**src/rtl/time_set_controller.sv**
```systemverilog
// time_set_controller: BCD time-of-day keeper with 1 Hz run mode and button-driven field editing
//
// Owns the hh:mm:ss digits shown by the VGA text overlay. In RUN the time
// advances once every TICK_DIV clocks. Mode-button edges step through
// SET_HR -> SET_MIN -> SET_SEC -> RUN, and up/down edges adjust the selected
// field with wrap and no carry.
//
// Build option: define BLINK_EN to blink the edited field at BLINK_DIV clocks
// per phase; otherwise the edited field's mask bits are held steady.
//
// Ports:
//   clk, rst_n                      clock, asynchronous active-low reset
//   btn_mode, btn_up, btn_down      debounced level buttons, synchronous to clk
//   segundos_u/d, minutos_u/d,
//   horas_u/d                       BCD time digits (registered)
//   edit_field                      0=RUN, 1=hours, 2=minutes, 3=seconds
//   blink_mask                      per-digit blank flags {hr_d,hr_u,min_d,min_u,seg_d,seg_u}
//   tick_1hz                        one-cycle pulse on each run-mode second increment
module time_set_controller #(
    parameter int unsigned TICK_DIV  = 100000000,
    parameter int unsigned BLINK_DIV = 25000000
) (
    input  logic       clk,
    input  logic       rst_n,
    input  logic       btn_mode,
    input  logic       btn_up,
    input  logic       btn_down,
    output logic [3:0] segundos_u,
    output logic [3:0] segundos_d,
    output logic [3:0] minutos_u,
    output logic [3:0] minutos_d,
    output logic [3:0] horas_u,
    output logic [3:0] horas_d,
    output logic [1:0] edit_field,
    output logic [5:0] blink_mask,
    output logic       tick_1hz
);
    typedef enum logic [1:0] {RUN = 2'd0, SET_HR = 2'd1, SET_MIN = 2'd2, SET_SEC = 2'd3} state_t;
    localparam int unsigned PW = $clog2(TICK_DIV);
    localparam logic [PW-1:0] PRE_LAST = PW'(TICK_DIV - 1);
    if (TICK_DIV < 4 || BLINK_DIV < 1) begin : g_bad_cfg
        $error("time_set_controller: TICK_DIV must be >= 4 and BLINK_DIV >= 1");
    end
    // Fields are kept as packed BCD pairs {tens, units}; wrap limits are BCD too.
    function automatic logic [7:0] bcd_inc(input logic [7:0] v, input logic [7:0] lim);
        return (v == lim) ? 8'h00 :
               (v[3:0] == 4'd9) ? {v[7:4] + 4'd1, 4'd0} : {v[7:4], v[3:0] + 4'd1};
    endfunction
    function automatic logic [7:0] bcd_dec(input logic [7:0] v, input logic [7:0] lim);
        return (v == 8'h00) ? lim :
               (v[3:0] == 4'd0) ? {v[7:4] - 4'd1, 4'd9} : {v[7:4], v[3:0] - 4'd1};
    endfunction
    function automatic logic [5:0] field_bits(input state_t s);
        return (s == SET_HR)  ? 6'b110000 :
               (s == SET_MIN) ? 6'b001100 :
               (s == SET_SEC) ? 6'b000011 : 6'b000000;
    endfunction
    state_t        state_q, state_d;
    logic [PW-1:0] pre_q, pre_d;
    logic [7:0]    hr_q, hr_d, min_q, min_d, sec_q, sec_d;
    logic          mode_q, up_q, down_q;
    logic          tick_q;
    logic [5:0]    mask_q, mask_d;
    logic          mode_e, up_e, dn_e, adj, tick;
`ifdef BLINK_EN
    localparam int unsigned BW = $clog2(BLINK_DIV + 1);
    localparam logic [BW-1:0] BLINK_LAST = BW'(BLINK_DIV - 1);
    logic [BW-1:0] blink_cnt_q, blink_cnt_d;
    logic          phase_q, phase_d, blink_clr, blink_wrap;
`endif
    always_comb begin
        mode_e  = btn_mode & ~mode_q;
        up_e    = btn_up & ~up_q;
        dn_e    = btn_down & ~down_q;
        // A mode edge takes priority; simultaneous up+down cancel out.
        adj     = ~mode_e & (up_e ^ dn_e);
        tick    = (state_q == RUN) && (pre_q == PRE_LAST);
        state_d = mode_e ? state_t'(state_q + 2'd1) : state_q;
        pre_d   = (state_q != RUN || tick) ? '0 : pre_q + 1'b1;
        sec_d   = sec_q;
        min_d   = min_q;
        hr_d    = hr_q;
        if (tick) begin
            sec_d = bcd_inc(sec_q, 8'h59);
            min_d = (sec_q == 8'h59) ? bcd_inc(min_q, 8'h59) : min_q;
            hr_d  = (sec_q == 8'h59 && min_q == 8'h59) ? bcd_inc(hr_q, 8'h23) : hr_q;
        end else if (adj) begin
            hr_d  = (state_q != SET_HR)  ? hr_q  : up_e ? bcd_inc(hr_q, 8'h23)  : bcd_dec(hr_q, 8'h23);
            min_d = (state_q != SET_MIN) ? min_q : up_e ? bcd_inc(min_q, 8'h59) : bcd_dec(min_q, 8'h59);
            sec_d = (state_q != SET_SEC) ? sec_q : up_e ? bcd_inc(sec_q, 8'h59) : bcd_dec(sec_q, 8'h59);
        end
`ifdef BLINK_EN
        // Restart the blink with the digit visible on field entry or any adjustment.
        blink_clr   = mode_e | up_e | dn_e | (state_d == RUN);
        blink_wrap  = blink_cnt_q == BLINK_LAST;
        blink_cnt_d = (blink_clr | blink_wrap) ? '0 : blink_cnt_q + 1'b1;
        phase_d     = ~blink_clr & (phase_q ^ blink_wrap);
        mask_d      = field_bits(state_d) & {6{phase_d}};
`else
        mask_d      = field_bits(state_d);
`endif
    end
    always_ff @(posedge clk or negedge rst_n) begin
        if (!rst_n) begin
            state_q     <= RUN;
            pre_q       <= '0;
            hr_q        <= 8'h00;
            min_q       <= 8'h00;
            sec_q       <= 8'h00;
            mode_q      <= 1'b0;
            up_q        <= 1'b0;
            down_q      <= 1'b0;
            tick_q      <= 1'b0;
            mask_q      <= 6'b0;
`ifdef BLINK_EN
            blink_cnt_q <= '0;
            phase_q     <= 1'b0;
`endif
        end else begin
            state_q     <= state_d;
            pre_q       <= pre_d;
            hr_q        <= hr_d;
            min_q       <= min_d;
            sec_q       <= sec_d;
            mode_q      <= btn_mode;
            up_q        <= btn_up;
            down_q      <= btn_down;
            tick_q      <= tick;
            mask_q      <= mask_d;
`ifdef BLINK_EN
            blink_cnt_q <= blink_cnt_d;
            phase_q     <= phase_d;
`endif
        end
    end
    assign segundos_u = sec_q[3:0];
    assign segundos_d = sec_q[7:4];
    assign minutos_u  = min_q[3:0];
    assign minutos_d  = min_q[7:4];
    assign horas_u    = hr_q[3:0];
    assign horas_d    = hr_q[7:4];
    assign edit_field = state_q;
    assign blink_mask = mask_q;
    assign tick_1hz   = tick_q;
endmodule

```
**config.mk**
```make
export PLATFORM = sky130hd
export DESIGN_NAME = time_set_controller
export DESIGN_NICKNAME = d
export VERILOG_FILES = /design/src/rtl/time_set_controller.sv
export SDC_FILE = /design/constraint.sdc
export NUM_CORES = 1
export LEC_CHECK = 0
export BUFFER_PORTS_ARGS = -buffer_cell sky130_fd_sc_hd__clkbuf_2
export CORE_AREA = 4 4 73 126
export CTS_BUF_LIST = sky130_fd_sc_hd__clkbuf_2 sky130_fd_sc_hd__clkbuf_4 sky130_fd_sc_hd__clkbuf_8
export DETAILED_ROUTE_END_ITERATION = 8
export DIE_AREA = 0 0 77 130
export PLACE_DENSITY = 0.78
export SYNTH_ARGS = -nofsm -noshare
export SYNTH_HDL_FRONTEND = slang
export SYNTH_SLANG_ARGS = --single-unit
```
**constraint.sdc**
```tcl
create_clock -name clk -period 2.9 [get_ports clk]
set_clock_uncertainty 0.05 [all_clocks]
set_input_delay 0.145 -clock clk [delete_from_list [all_inputs] [get_ports clk]]
set_output_delay 0.145 -clock clk [all_outputs]
set_load 0.05 [all_outputs]
```
# After elaboration in Yosys (flattened, before gate mapping)
# Index checks and enable logic that the tools add are counted.
# word_totals
output_inout_bits	33
input_bits	5
elab_cells	106
ff_bits	63
# op_classes
reduce_logical	21
n_eq_ne	18
n_mux	31
add_sub_neg	14
n_bitwise	9
# op_table
operator	count
two-way mux 8 bit	26
adder 27 x 1 -> 27 bit, second input constant	1
equality test 27 bit, second input constant	1
two-way mux 27 bit	1
adder 4 x 1 -> 4 bit, second input constant	6
logical NOT 8 bit	3
subtractor 4 x 1 -> 4 bit, second input constant	6
equality test 8 x 7 -> 1 bit, second input constant	2
equality test 4 bit, second input constant	3
logical NOT 4 bit	3
nonzero test 4 bit	3
!= test 2 bit, second input constant	5
AND reduction 3 bit	3
equality test 8 x 6 -> 1 bit, second input constant	1
AND reduction 4 bit	2
two-way mux 6 bit	1
!= test 2 x 1 -> 1 bit, second input constant	3
AND 1 bit	4
equality test 2 bit, second input constant	2
two-way mux 2 bit	2
two-way mux 4 bit	1
NOT 1 bit	4
nonzero test 2 bit	2
adder 2 x 1 -> 2 bit, second input constant	1
other kinds (6)	7

# Longest topological paths before layout
# depth
depth_word	7
depth_mapped	9
mapped_depth_nobuf	8

# Worst setup path before layout
# No wires, ideal clock.
# synth_path
path_type	register to register
start	register pre_q[25]
end	register min_q[6]
arrival_ps	2305
required_time_ps	2729
path_stages_with_launch	8
path_buffers	1
setup_ps	121
setup_slack_ps	423
path_cell_list	dfrtp_1 > or4b_4 > nor4_4 > and3_1 > buf_6 > mux2i_1 > a21oi_2 > o22a_1
# synth_between
elab_chain_len	4
word_cells_on_any_way	8
# synth_rtl
element	line_no	source
start, declared	59	logic [PW-1:0] pre_q, pre_d;
start signal, assigned	121	pre_q <= pre_d;
equality test 27 bit (*)	77	tick = (state_q == RUN) && (pre_q == PRE_LAST);
logical AND 1 bit (*)	77	
named net tick	64	logic mode_e, up_e, dn_e, adj, tick;
!= test 2 x 1 -> 1 bit (no line) (tied with other cells)	--	
AND reduction 4 bit (no line)	--	
end signal, assigned	123	min_q <= min_d;
end, declared	60	logic [7:0] hr_q, hr_d, min_q, min_d, sec_q, sec_d;
# Mark *: on every way through the listed nets, which the timed path passes. The rest lies on a longest branch.
# A chain may end at the register's enable or synchronous reset.

# Worst setup path after layout
# layout_path
start	register pre_q[12]
end	register hr_q[6]
# layout_between
elab_chain_len	4
word_cells_on_any_way	8
# layout_rtl
element	line_no	source
equality test 27 bit (*)	77	
logical AND 1 bit (*)	77	
!= test 2 x 1 -> 1 bit (no line) (tied with other cells)	--	
AND reduction 4 bit (no line)	--	
end signal, assigned	122	hr_q <= hr_d;
end, declared	60	
# Every way passes the cells marked *; elsewhere a longest branch is shown, timed or not.

==> results.cfg <==
[global_routing]
grt_usage_pct = 18.1
grt_pass1_vias = 3302
grt_pass1_wl_um = 14700
grt_max_degree = 31
antenna_found_initial = 0
grt_overflow = 0

[sta]
tns_ns = 0
setup_ws_ns = 0.221
hold_viol = 0
period_share_pct = 92.4
max_freq_mhz = 373
report.final.slew_viol_count = 0
rsz0062_at_grt = false
relSlewSlack_pct = 48.0
holdWs_ns = 0.355
fin_crit_ns = 2.68
setup_viol = 0
max_slew.worst_pin.slew_ns = 0.779

[floorplanning]
die_h_um = 130
dieArea_um2 = 10000
core_um2 = 8200
start_util_pct = 46.9
io_pins = 38
die_w_um = 77
num_rows = 44

[clock_network]
cts_resized = 0
clock_latency_ns = 0.35
cts.reportedPaths.clkPinSlew_ns = 0.07
cts-buffers-inserted = 9
cts_sinks = 60
htree_levels = 3
cts_max_path_buffers = 2
cts_tree = built
root_buffer = clkbuf_8

[setup_path]
r2r-start = pre_q[12]
r2r_setup_slack_ns = 0.22
arrival_ns = 2.88
reg2reg_depth = 7
worst_setup_path_start_kind = flip-flop
cp_max_fo = 11
critical_path_class = reg -> reg
required_ns = 3.10
timing.rr.end = hr_q[6]
crit_path_end_kind = flip-flop

[yosys]
ys_warn_count = 0
synthMostInstantiatedCell = dfrtp_1
ys_seq_elements = 60
synthAdderAreaFrac_pct = 8.13
synth_cell_types = 59
syn-num-nets = 460
synth_top_family_by_area = simple AND/OR/NAND/NOR gates
ys.flop_type = dfrtp_1
synth_commonest_cells = 60 x dfrtp_1, 54 x nor2_1, 27 x nand2_1, 26 x a21oi_1, 25 x ha_1
synth_area_leaders = dfrtp_1 39%, ha_1 8.1%, nor2_1 5.3%, xor2_1 3.4%, a21oi_1 3.4%
yosys.area_share.xor_xnor_pct = 5.69
ys_seq_area_share_pct = 39.0
netlist_instances = 430
muxShareOfSynthArea_pct = 3.02
synth.avg_cell_area_um2 = 8.95
synthesis.area_um2 = 3850
synth_top_area_cell = dfrtp_1
synthArstFlopShare_pct = 100
synthSimpleGateAreaFrac_pct = 24.5
synth_top_cell_area_share_pct = 39.0
synth_compound_area_share_pct = 14.8
synth_edf_count = 0

[routing]
wl_per_cell_um = 15.6
wirelength_met1_um = 3350
route.met2.wl_um = 4940
postRouteAntennaNets = 0
routed_via_density = 5.94
first_pass_iters = 5
top_layer_used = met4
drt-initial-drc-count = 287
vias = 3380
dr_wl_met3_um = 317
postRouteWirelength_um = 8870
drc = 0

[flow_run]
drv_cap = 0

[pwr]
p_seq_share_pct = 32.1
leakagePower_nw = 1.93
p_int_mw = 2.07
swShare_pct = 50.5
clkPwrFrac_pct = 17.6
power_frac_comb_pct = 50.3
p_per_area_nw_per_um2 = 962
switching_power_mw = 2.12
irDropWorstVdd_uv = 401

[placed_design]
dp_hpwl_um = 6490
numPortBuffers = 37
routabilityCongestion = 0.881
pre_cts_ws_ns = 0.246

[cells_and_area]
drive_gt1_share_pct = 16.4
fin_util_pct = 53.1
diodes = 0
fillCellCount = 746
final_nets = 502
syn2layout_area_growth_pct = 13.2

[worst_hold_path]
holdCritPathClass = in -> async

[run_status]
status = completed
-- routing by layer --
metal | track usage (%) | up-vias
li1 | - | 1620
met1 | 18.3 | 1649
met2 | 34.7 | 85
met3 | 3.38 | 26
met4 | 9.85 | 0
met5 | 0 | -
-- worst max path at each step --
| stage | start | endpoint | slack (ns) |
|---|---|---|---|
| floorplan | pre_q[25] | min_q[6] | 0.42 |
| global placement | pre_q[12] | hr_q[6] | 0.30 |
| detailed placement | pre_q[12] | hr_q[6] | 0.25 |
| CTS | pre_q[12] | hr_q[6] | 0.21 |
| global route | pre_q[12] | hr_q[6] | 0.02 |
| finish | pre_q[12] | hr_q[6] | 0.22 |
-- flip-flops by register name, summed over array words and instances (netlist names) --
register and count:
min_q 8, hr_q 8, edit_field 2, tick_1hz 1, pre_q 27, up_q 1, down_q 1, sec_q 8
mode_q 1, blink_mask 3
-- stage by stage --
step	cells	power (mW)	cell area [µm²]
2_1_floorplan	430	2.94	3850
3_3_place_gp	549	3.39	4130
3_5_place_dp	549	3.45	4130
4_1_cts	569	4.20	4360
5_1_grt	569	4.46	4360
6_report	569	4.19	4360
-- cells by family (layout without fill, tap and decap cells) --
| logic type | count (synthesis) | in the layout |
|---|---|---|
| xor gates and xnor gates | 25 | 25 |
| and+or+nand+nor | 179 | 179 |
| AOI/OAI and AO/OA | 89 | 89 |
| DFF | 60 | 60 |
| buffers and inverters | 41 | 88 |
| muxes | 11 | 11 |
| adders and majority gates | 25 | 25 |
-- critical path, stage by stage, from the launching register on --
cell and delay, ns:
dfrtp_1 0.43, or4bb_1 0.57, nor4_4 0.32, and3_1 0.41, mux2i_1 0.24, buf_4 0.20, nor3_1 0.08, a2111oi_2 0.27
-- power by group through the flow --
| stage | sequential, mW | clock, mW | combinational [mW] |
|---|---|---|---|
| 3_5_place_dp | 1.35 | 0 | 2.10 |
| 3_3_place_gp | 1.34 | 0 | 2.05 |
| 6_report | 1.34 | 0.739 | 2.11 |
| 2_1_floorplan | 1.85 | 0 | 1.09 |
| 5_1_grt | 1.38 | 0.787 | 2.29 |
| 4_1_cts | 1.34 | 0.748 | 2.11 |
-- cell usage in the layout, fill, tap and decap left out, drive strengths merged, types with 3 or more instances in the layout --
master       synthesis  layout
nand4                9       9
o21ai               20      20
xor2                15      15
mux2i                9       9
nor3b                3       3
nor2b                4       4
nand2               27      27
nand3               20      20
or3                  9       9
dlygate4sd3          0       4
clkbuf              13      48
nand2b               3       3
a21oi               28      28
buf                  8      11
a31oi               10      10
a21o                 4       4
dfrtp               60      60
nor3                17      17
ha                  25      25
xnor2               10      10
and3                11      11
o22a                 3       3
nand3b               4       4
inv                 20      20
clkinv               0       3
o22ai                4       4
and4                 3       3
nor2                54      54
-- cell type report --
class                   count  area [µm²]  area share, %
clock buffers              11         139           3.19
clock inverters             5        52.6           1.21
inverters                  20        75.1           1.72
multi-input cells         329        2170           49.7
flip-flops and latches     60        1500           34.5
well taps                  92         115           2.64
repair buffers             52         308           7.06
-- what timing repair did --
action | 4_1_cts | 5_1_grt
setup buffers | 0 | 0
hold buffers | 4 | 0
endpoints found under the hold margin | 31 | 0
(Power assumes the default switching activity.)
